### src/rtl/display_scheduler_if.sv
// Display scheduler bus: request/value inputs from the two clients, grant and indicator drives out.
// Latency: n/a (wiring only).
// Backpressure: none; clients hold req until they see grant at a frame boundary.
interface display_scheduler_if;
  logic [1:0]  req;
  logic [15:0] val0;
  logic [15:0] val1;
  logic [1:0]  grant;
  logic [3:0]  digits;
  logic [7:0]  segments;
  logic        frame_done;

  // Application side: drives requests and values, observes grant and pins
  modport master (
    output req, val0, val1,
    input  grant, digits, segments, frame_done
  );

  // Scheduler side
  modport slave (
    input  req, val0, val1,
    output grant, digits, segments, frame_done
  );
endinterface

### src/rtl/display_scheduler.sv
// Two-client frame-granular arbiter and 4-digit multiplexed scan driver with blanking and zero suppression.
// Latency: request-to-grant 1..4*DIV cycles; value latched on the boundary edge and shown the following frame.
// Backpressure: none; req/val sampled only on frame-boundary edges, grant held for whole frames.
module display_scheduler #(
  parameter int DIV   = 13,
  parameter int BLANK = 2,
  parameter int HOLD  = 4
) (
  input logic               clk,
  input logic               rst_n,
  display_scheduler_if.slave bus
);

  localparam int CW = (DIV > 1) ? $clog2(DIV) : 1;
  localparam int HW = (HOLD > 1) ? $clog2(HOLD) : 1;

  localparam logic [CW-1:0] CNT_LAST  = CW'(DIV - 1);
  localparam logic [CW-1:0] BLANK_END = CW'(BLANK);
  localparam logic [HW-1:0] HOLD_LAST = HW'(HOLD - 1);

  localparam logic [1:0] ST_IDLE = 2'd0;
  localparam logic [1:0] ST_OWN0 = 2'd1;
  localparam logic [1:0] ST_OWN1 = 2'd2;

  logic [CW-1:0] r_cnt;
  logic [1:0]    r_idx;
  logic [1:0]    r_state;
  logic [HW-1:0] r_hold;
  logic          r_last;
  logic [15:0]   r_shadow;

  logic          w_boundary;
  logic          w_cur;
  logic          w_oth;
  logic          w_pref;
  logic [1:0]    w_state_nx;
  logic [HW-1:0] w_hold_nx;
  logic          w_next_owner;
  logic [3:0]    w_nib;
  logic [3:0]    w_zero;
  logic [3:0]    w_supp;
  logic          w_active;

  function automatic logic [1:0] own_state(input logic who);
    return who ? ST_OWN1 : ST_OWN0;
  endfunction

  // Active-low segment pattern; DP (bit 7) is always off, non-decimal nibbles show a dash
  function automatic logic [7:0] seg7(input logic [3:0] n);
    logic [7:0] s;
    case (n)
      4'd0:    s = 8'hC0;
      4'd1:    s = 8'hF9;
      4'd2:    s = 8'hA4;
      4'd3:    s = 8'hB0;
      4'd4:    s = 8'h99;
      4'd5:    s = 8'h92;
      4'd6:    s = 8'h82;
      4'd7:    s = 8'hF8;
      4'd8:    s = 8'h80;
      4'd9:    s = 8'h90;
      default: s = 8'hBF;
    endcase
    return s;
  endfunction

  assign w_boundary   = (r_cnt == CNT_LAST) && (r_idx == 2'd3);
  assign w_cur        = (r_state == ST_OWN1);
  assign w_oth        = ~w_cur;
  assign w_pref       = ~r_last;
  assign w_next_owner = (w_state_nx == ST_OWN1);

  // Arbitration decision, applied only on the frame-boundary edge
  always_comb begin
    w_state_nx = r_state;
    w_hold_nx  = r_hold;
    case (r_state)
      ST_OWN0, ST_OWN1: begin
        if (bus.req[w_cur] && !bus.req[w_oth]) begin
          // Uncontested owner: keep counting frames, saturating at the limit
          if (r_hold != HOLD_LAST) w_hold_nx = r_hold + 1'b1;
        end else if (bus.req[w_cur] && bus.req[w_oth] && (r_hold != HOLD_LAST)) begin
          w_hold_nx = r_hold + 1'b1;
        end else if (bus.req[w_oth]) begin
          w_state_nx = own_state(w_oth);
          w_hold_nx  = '0;
        end else begin
          w_state_nx = ST_IDLE;
          w_hold_nx  = '0;
        end
      end
      default: begin
        w_hold_nx = '0;
        if (bus.req[w_pref])       w_state_nx = own_state(w_pref);
        else if (bus.req[~w_pref]) w_state_nx = own_state(~w_pref);
        else                       w_state_nx = ST_IDLE;
      end
    endcase
  end

  // Slot counter and digit index; the scan always runs, granted or not
  always_ff @(posedge clk or negedge rst_n) begin
    if (!rst_n) begin
      r_cnt <= '0;
      r_idx <= 2'd0;
    end else if (r_cnt == CNT_LAST) begin
      r_cnt <= '0;
      r_idx <= r_idx + 2'd1;
    end else begin
      r_cnt <= r_cnt + 1'b1;
    end
  end

  // Ownership, hold count, last owner and displayed value update once per frame
  always_ff @(posedge clk or negedge rst_n) begin
    if (!rst_n) begin
      r_state  <= ST_IDLE;
      r_hold   <= '0;
      r_last   <= 1'b1;
      r_shadow <= 16'h0000;
    end else if (w_boundary) begin
      r_state <= w_state_nx;
      r_hold  <= w_hold_nx;
      if (w_state_nx != ST_IDLE) begin
        r_last   <= w_next_owner;
        r_shadow <= w_next_owner ? bus.val1 : bus.val0;
      end
    end
  end

  assign w_nib     = r_shadow[{r_idx, 2'b00} +: 4];
  assign w_zero[0] = (r_shadow[3:0]   == 4'h0);
  assign w_zero[1] = (r_shadow[7:4]   == 4'h0);
  assign w_zero[2] = (r_shadow[11:8]  == 4'h0);
  assign w_zero[3] = (r_shadow[15:12] == 4'h0);
  // Digit i blanks only when it and every more significant nibble are zero; digit 0 always shows
  assign w_supp    = {w_zero[3],
                      w_zero[3] & w_zero[2],
                      w_zero[3] & w_zero[2] & w_zero[1],
                      1'b0};
  assign w_active  = (r_state != ST_IDLE) && (r_cnt >= BLANK_END);

  // Pin drive decoded from registers only: blank gap, idle, suppression, then the digit itself
  always_comb begin
    bus.digits   = 4'b0000;
    bus.segments = 8'hFF;
    if (w_active) begin
      bus.digits   = 4'b0001 << r_idx;
      bus.segments = w_supp[r_idx] ? 8'hFF : seg7(w_nib);
    end
  end

  assign bus.grant      = {r_state == ST_OWN1, r_state == ST_OWN0};
  assign bus.frame_done = w_boundary;

endmodule

### src/flat_wrapper.sv
// flat-port wrapper written by rule: the top's interface ports become plain ports
module display_scheduler_flat 
#(
  parameter int DIV   = 13,
  parameter int BLANK = 2,
  parameter int HOLD  = 4
)
  (clk, rst_n, bus_req, bus_val0, bus_val1, bus_grant, bus_digits, bus_segments, bus_frame_done);
  display_scheduler_if bus_i ();
  input logic clk;
  input logic rst_n;
  input wire logic [$bits(bus_i.req)-1:0] bus_req;
  input wire logic [$bits(bus_i.val0)-1:0] bus_val0;
  input wire logic [$bits(bus_i.val1)-1:0] bus_val1;
  output wire logic [$bits(bus_i.grant)-1:0] bus_grant;
  output wire logic [$bits(bus_i.digits)-1:0] bus_digits;
  output wire logic [$bits(bus_i.segments)-1:0] bus_segments;
  output wire logic [$bits(bus_i.frame_done)-1:0] bus_frame_done;
  assign bus_i.req = bus_req;
  assign bus_i.val0 = bus_val0;
  assign bus_i.val1 = bus_val1;
  assign bus_grant = bus_i.grant;
  assign bus_digits = bus_i.digits;
  assign bus_segments = bus_i.segments;
  assign bus_frame_done = bus_i.frame_done;
  display_scheduler #(.DIV(DIV), .BLANK(BLANK), .HOLD(HOLD)) u_core (.clk(clk), .rst_n(rst_n), .bus(bus_i));
endmodule
### config.mk
export PLATFORM = sky130hd
export DESIGN_NAME = display_scheduler_flat
export DESIGN_NICKNAME = d
export VERILOG_FILES = /design/src/rtl/display_scheduler_if.sv /design/src/rtl/display_scheduler.sv /design/src/flat_wrapper.sv
export SDC_FILE = /design/constraint.sdc
export NUM_CORES = 1
export LEC_CHECK = 0
export CORE_ASPECT_RATIO = 0.6
export CORE_MARGIN = 3
export CORE_UTILIZATION = 48
export DETAILED_ROUTE_END_ITERATION = 8
export GPL_TIMING_DRIVEN = 0
export MAX_ROUTING_LAYER = met4
export PLACE_DENSITY_LB_ADDON = 0.1
export SLEW_MARGIN = 20
export SYNTH_ARGS = -nofsm -noshare
export SYNTH_HDL_FRONTEND = slang
export SYNTH_SLANG_ARGS = --single-unit
### constraint.sdc
create_clock -name clk -period 3.1 [get_ports clk]
set_clock_uncertainty 0.05 [all_clocks]
set_input_delay 0.62 -clock clk [delete_from_list [all_inputs] [get_ports clk]]
set_output_delay 0.62 -clock clk [all_outputs]
set_load 0.05 [all_outputs]
==> results.md <==
* Status: finished, final reports clean
* Clk buf depth at 2
* Vias in the first global route at ~1.5k
* Cells after Synth at 204
* Yosys top cell area share at between 30% and 40%
* Upper clock frequency limit at ~340 MHz
* Ant. Diodes at 0
* Die Ht at between 50 and 60 µm
* Drt pass-1 iters at 4
* WL/cell at 15.4 µm
* Post-synth EDFFs at 0
* Post-synth ARST share at 100%
* H-tree level count at 1
* Layout cells sized above 1 at 12.8%
* Area growth syn-to-layout at 31.7%
* Starting Density at between 50% and 60%
* Final HPWL DP at 3740 µm
* Peak supply drop at 0.208 mV
* Initial antenna violation count at 0
* Nets@finish at 312
* Fin crit share at 96.0%
* Final setup viols at 0
* GRT overflow at 0
* Register Area at 677 µm²
* Crit-path slowest cell: clkdlybuf4s50_1
* Clock period minus worst slack at 2.98 ns
* Most common cell after layout, fill and taps aside: clkdlybuf4s50_1
* Sequential fraction of the synthesis area at 36.0%
* HP Class: in -> async
* Worst Path Max Fanout at 4
* Startpoint types: register
* Fillcell total at 284
* CTS Buf Count at 3
* Chip width at 86.8 µm
* Syn nets at 258
* Netlist cell types at ~40
* CTS tree: yes
* Clock Latency Late Sink at 0.27 ns
* GPL Wtd Cong at about 0.81
* Area of the multi-input gates at 1110 µm²
* Slew Limit Fails at 0
* Clock Sinks at 27
* I/O Buffers at 49
* Core Footprint at ~3500 µm²
* Worst-path cell chain: inv_1 -> ha_1 -> nor4_1 -> nor2_1 -> and2_1 -> clkdlybuf4s50_1
* Worst slew margin at 61.8%
* Vias at 1,640
* Final Power at 749 µW
* Worst EP arrival at 2.31 ns
* Critical path buffers and inverters at 2
* Syn Area/Cell at 9.22 µm²
* Residual DRC at 0
* Vias per cell at between 5 and 6
* Largest net degree at the start of global routing at 28
* Pwr Density at 302 nW/µm²
* Initial DRC count at 109
* MaxCap Viol Count at 0
* Mapped Area at between 1500 and 2000 µm²
* Critical Setup Path Class: reg -> out
* Final antenna-violating net count at 0
* CP required at 2.43 ns
* GRT Total Usage at 22.0%
* Row Count at 16
* Crit path capture type: output pin
* Clk slew on worst S/H paths at 0.09 ns
* Die ar. at 4730 µm²
* Primary FF master, synth: dfrtp_1
* Leak Pwr at 0.00114 µW
* Yosys reg bits at 27
* Post-Layout Inst Area at 2480 µm²
* First-pass GRT wire length at ~7600 µm
* Top cells by area, synth: dfrtp_1, ha_1, a221o_1
* Io pins at 51
* Ys Warns at 0
* CP peak stage delay at 0.69 ns
* CTS Root Cell: clkbuf_8
* Final Hold Violating Endpoints at 0
* Final wirelength at 4660 µm
* Crit path max-delay family: buffers and inverters
* Commonest cells after routing, fill and taps aside: clkdlybuf4s50_1, dfrtp_1, nor2_1, nand2_1, ha_1
* Worst Tran Pin Value at ~0.57 ns
* Placed cell area at 2420 µm²
* Post-synthesis cell type with the largest combined area: dfrtp_1
[what timing repair did]
| item | CTS | global route |
|---|---|---|
| buffers inserted | 0 | 2 |
| resized for setup | 38 | 18 |
| endpoints found under the setup margin | 8 | 8 |
| hold buffers | 0 | 0 |
| cloned | 0 | 0 |
[kinds of logic (layout without fill, tap and decap cells)]
group / after synthesis / in the layout / synth area share, %
AND/OR/NAND/NOR: 76 / 76 / 19.6
AO/OA/AOI/OAI: 51 / 51 / 20.6
flip-flops: 27 / 27 / 36.0
buffers and inverters: 23 / 76 / 5.45
adder cells (fa/ha/maj): 18 / 18 / 12.0
multiplexers: 7 / 7 / 5.79
other: 1 / 1 / 0.199
XOR/XNOR: 1 / 1 / 0.466
[stage by stage]
step	utilization, %	instances	setup WS, ns	setup TNS [ns]	hold WS [ns]
floorplan	-	204	-0.0503	-0.0503	0.274
global placement	69.3	298	-0.505	-2.50	0.422
detailed placement	69.1	298	-0.527	-2.90	0.440
CTS	69.8	300	0.0104	0	0.310
global route	70.7	302	-0.00595	-0.0102	0.331
finish	70.7	302	0.122	0	0.287
[path summary, 6_finish.rpt]
path / cells past startpoint / start / slack [ns] / to
max: 6 / u_core.r_cnt[0]$_DFF_PN0_ / 0.12 / bus_digits[3]
min: 1 / rst_n / 0.29 / u_core.r_state[0]$_DFFE_PN0P_
max reg2reg: 8 / u_core.r_state[0]$_DFFE_PN0P_ / 0.32 / u_core.r_shadow[9]$_DFFE_PN0P_
min reg2reg: 1 / u_core.r_cnt[0]$_DFF_PN0_ / 0.45 / u_core.r_cnt[0]$_DFF_PN0_
min in group clk: 1 / u_core.r_cnt[0]$_DFF_PN0_ / 0.45 / u_core.r_cnt[0]$_DFF_PN0_
max in group asynchronous: 1 / rst_n / 2.34 / u_core.r_shadow[6]$_DFFE_PN0P_
[power breakdown]
group / internal [µW] / switching, µW / total [µW]
registers: 362 / 9.17 / 371
clock network: 92.0 / 102 / 194
logic: 83.2 / 101 / 184
total: 537 / 212 / 749
[per-layer routing]
| layer | vias to the layer above | global-route usage, % | part of all wire [%] |
|---|---|---|---|
| li1 | 840 | - | - |
| met1 | 725 | 32.2 | 50 |
| met2 | 71 | 31.4 | 41 |
| met3 | 4 | 4.36 | 8.2 |
| met4 | 0 | 4.40 | 0.90 |
| met5 | - | - | 0 |
[cell usage after synthesis, types with 2 or more instances]
cell type,count
nand3b_1,2
mux2i_1,3
nor4_1,3
nand3_1,3
dfrtp_1,26
nor2_1,25
nor2b_1,3
inv_1,12
and2_1,7
ha_1,18
o21ai_0,17
and3_1,2
mux4_2,3
nand2_1,25
a21oi_1,8
a221o_1,16
clkbuf_1,5
buf_4,2
o211ai_1,2
[registers in the layout (all words and copies together), names as in the netlist]
signal	count
u_core.r_last	1
u_core.r_cnt	4
u_core.r_idx	2
u_core.r_hold	2
u_core.r_shadow	16
u_core.r_state	2
[area by class of cell]
type,count,area share (%)
buffer,8,2.07
clock buffer,4,1.82
inverter,13,2.07
multi-input combinational,154,44.9
sequential,27,27.3
tap,45,2.27
timing repair buffer,51,19.5
Power figures use the tool's default switching activity.
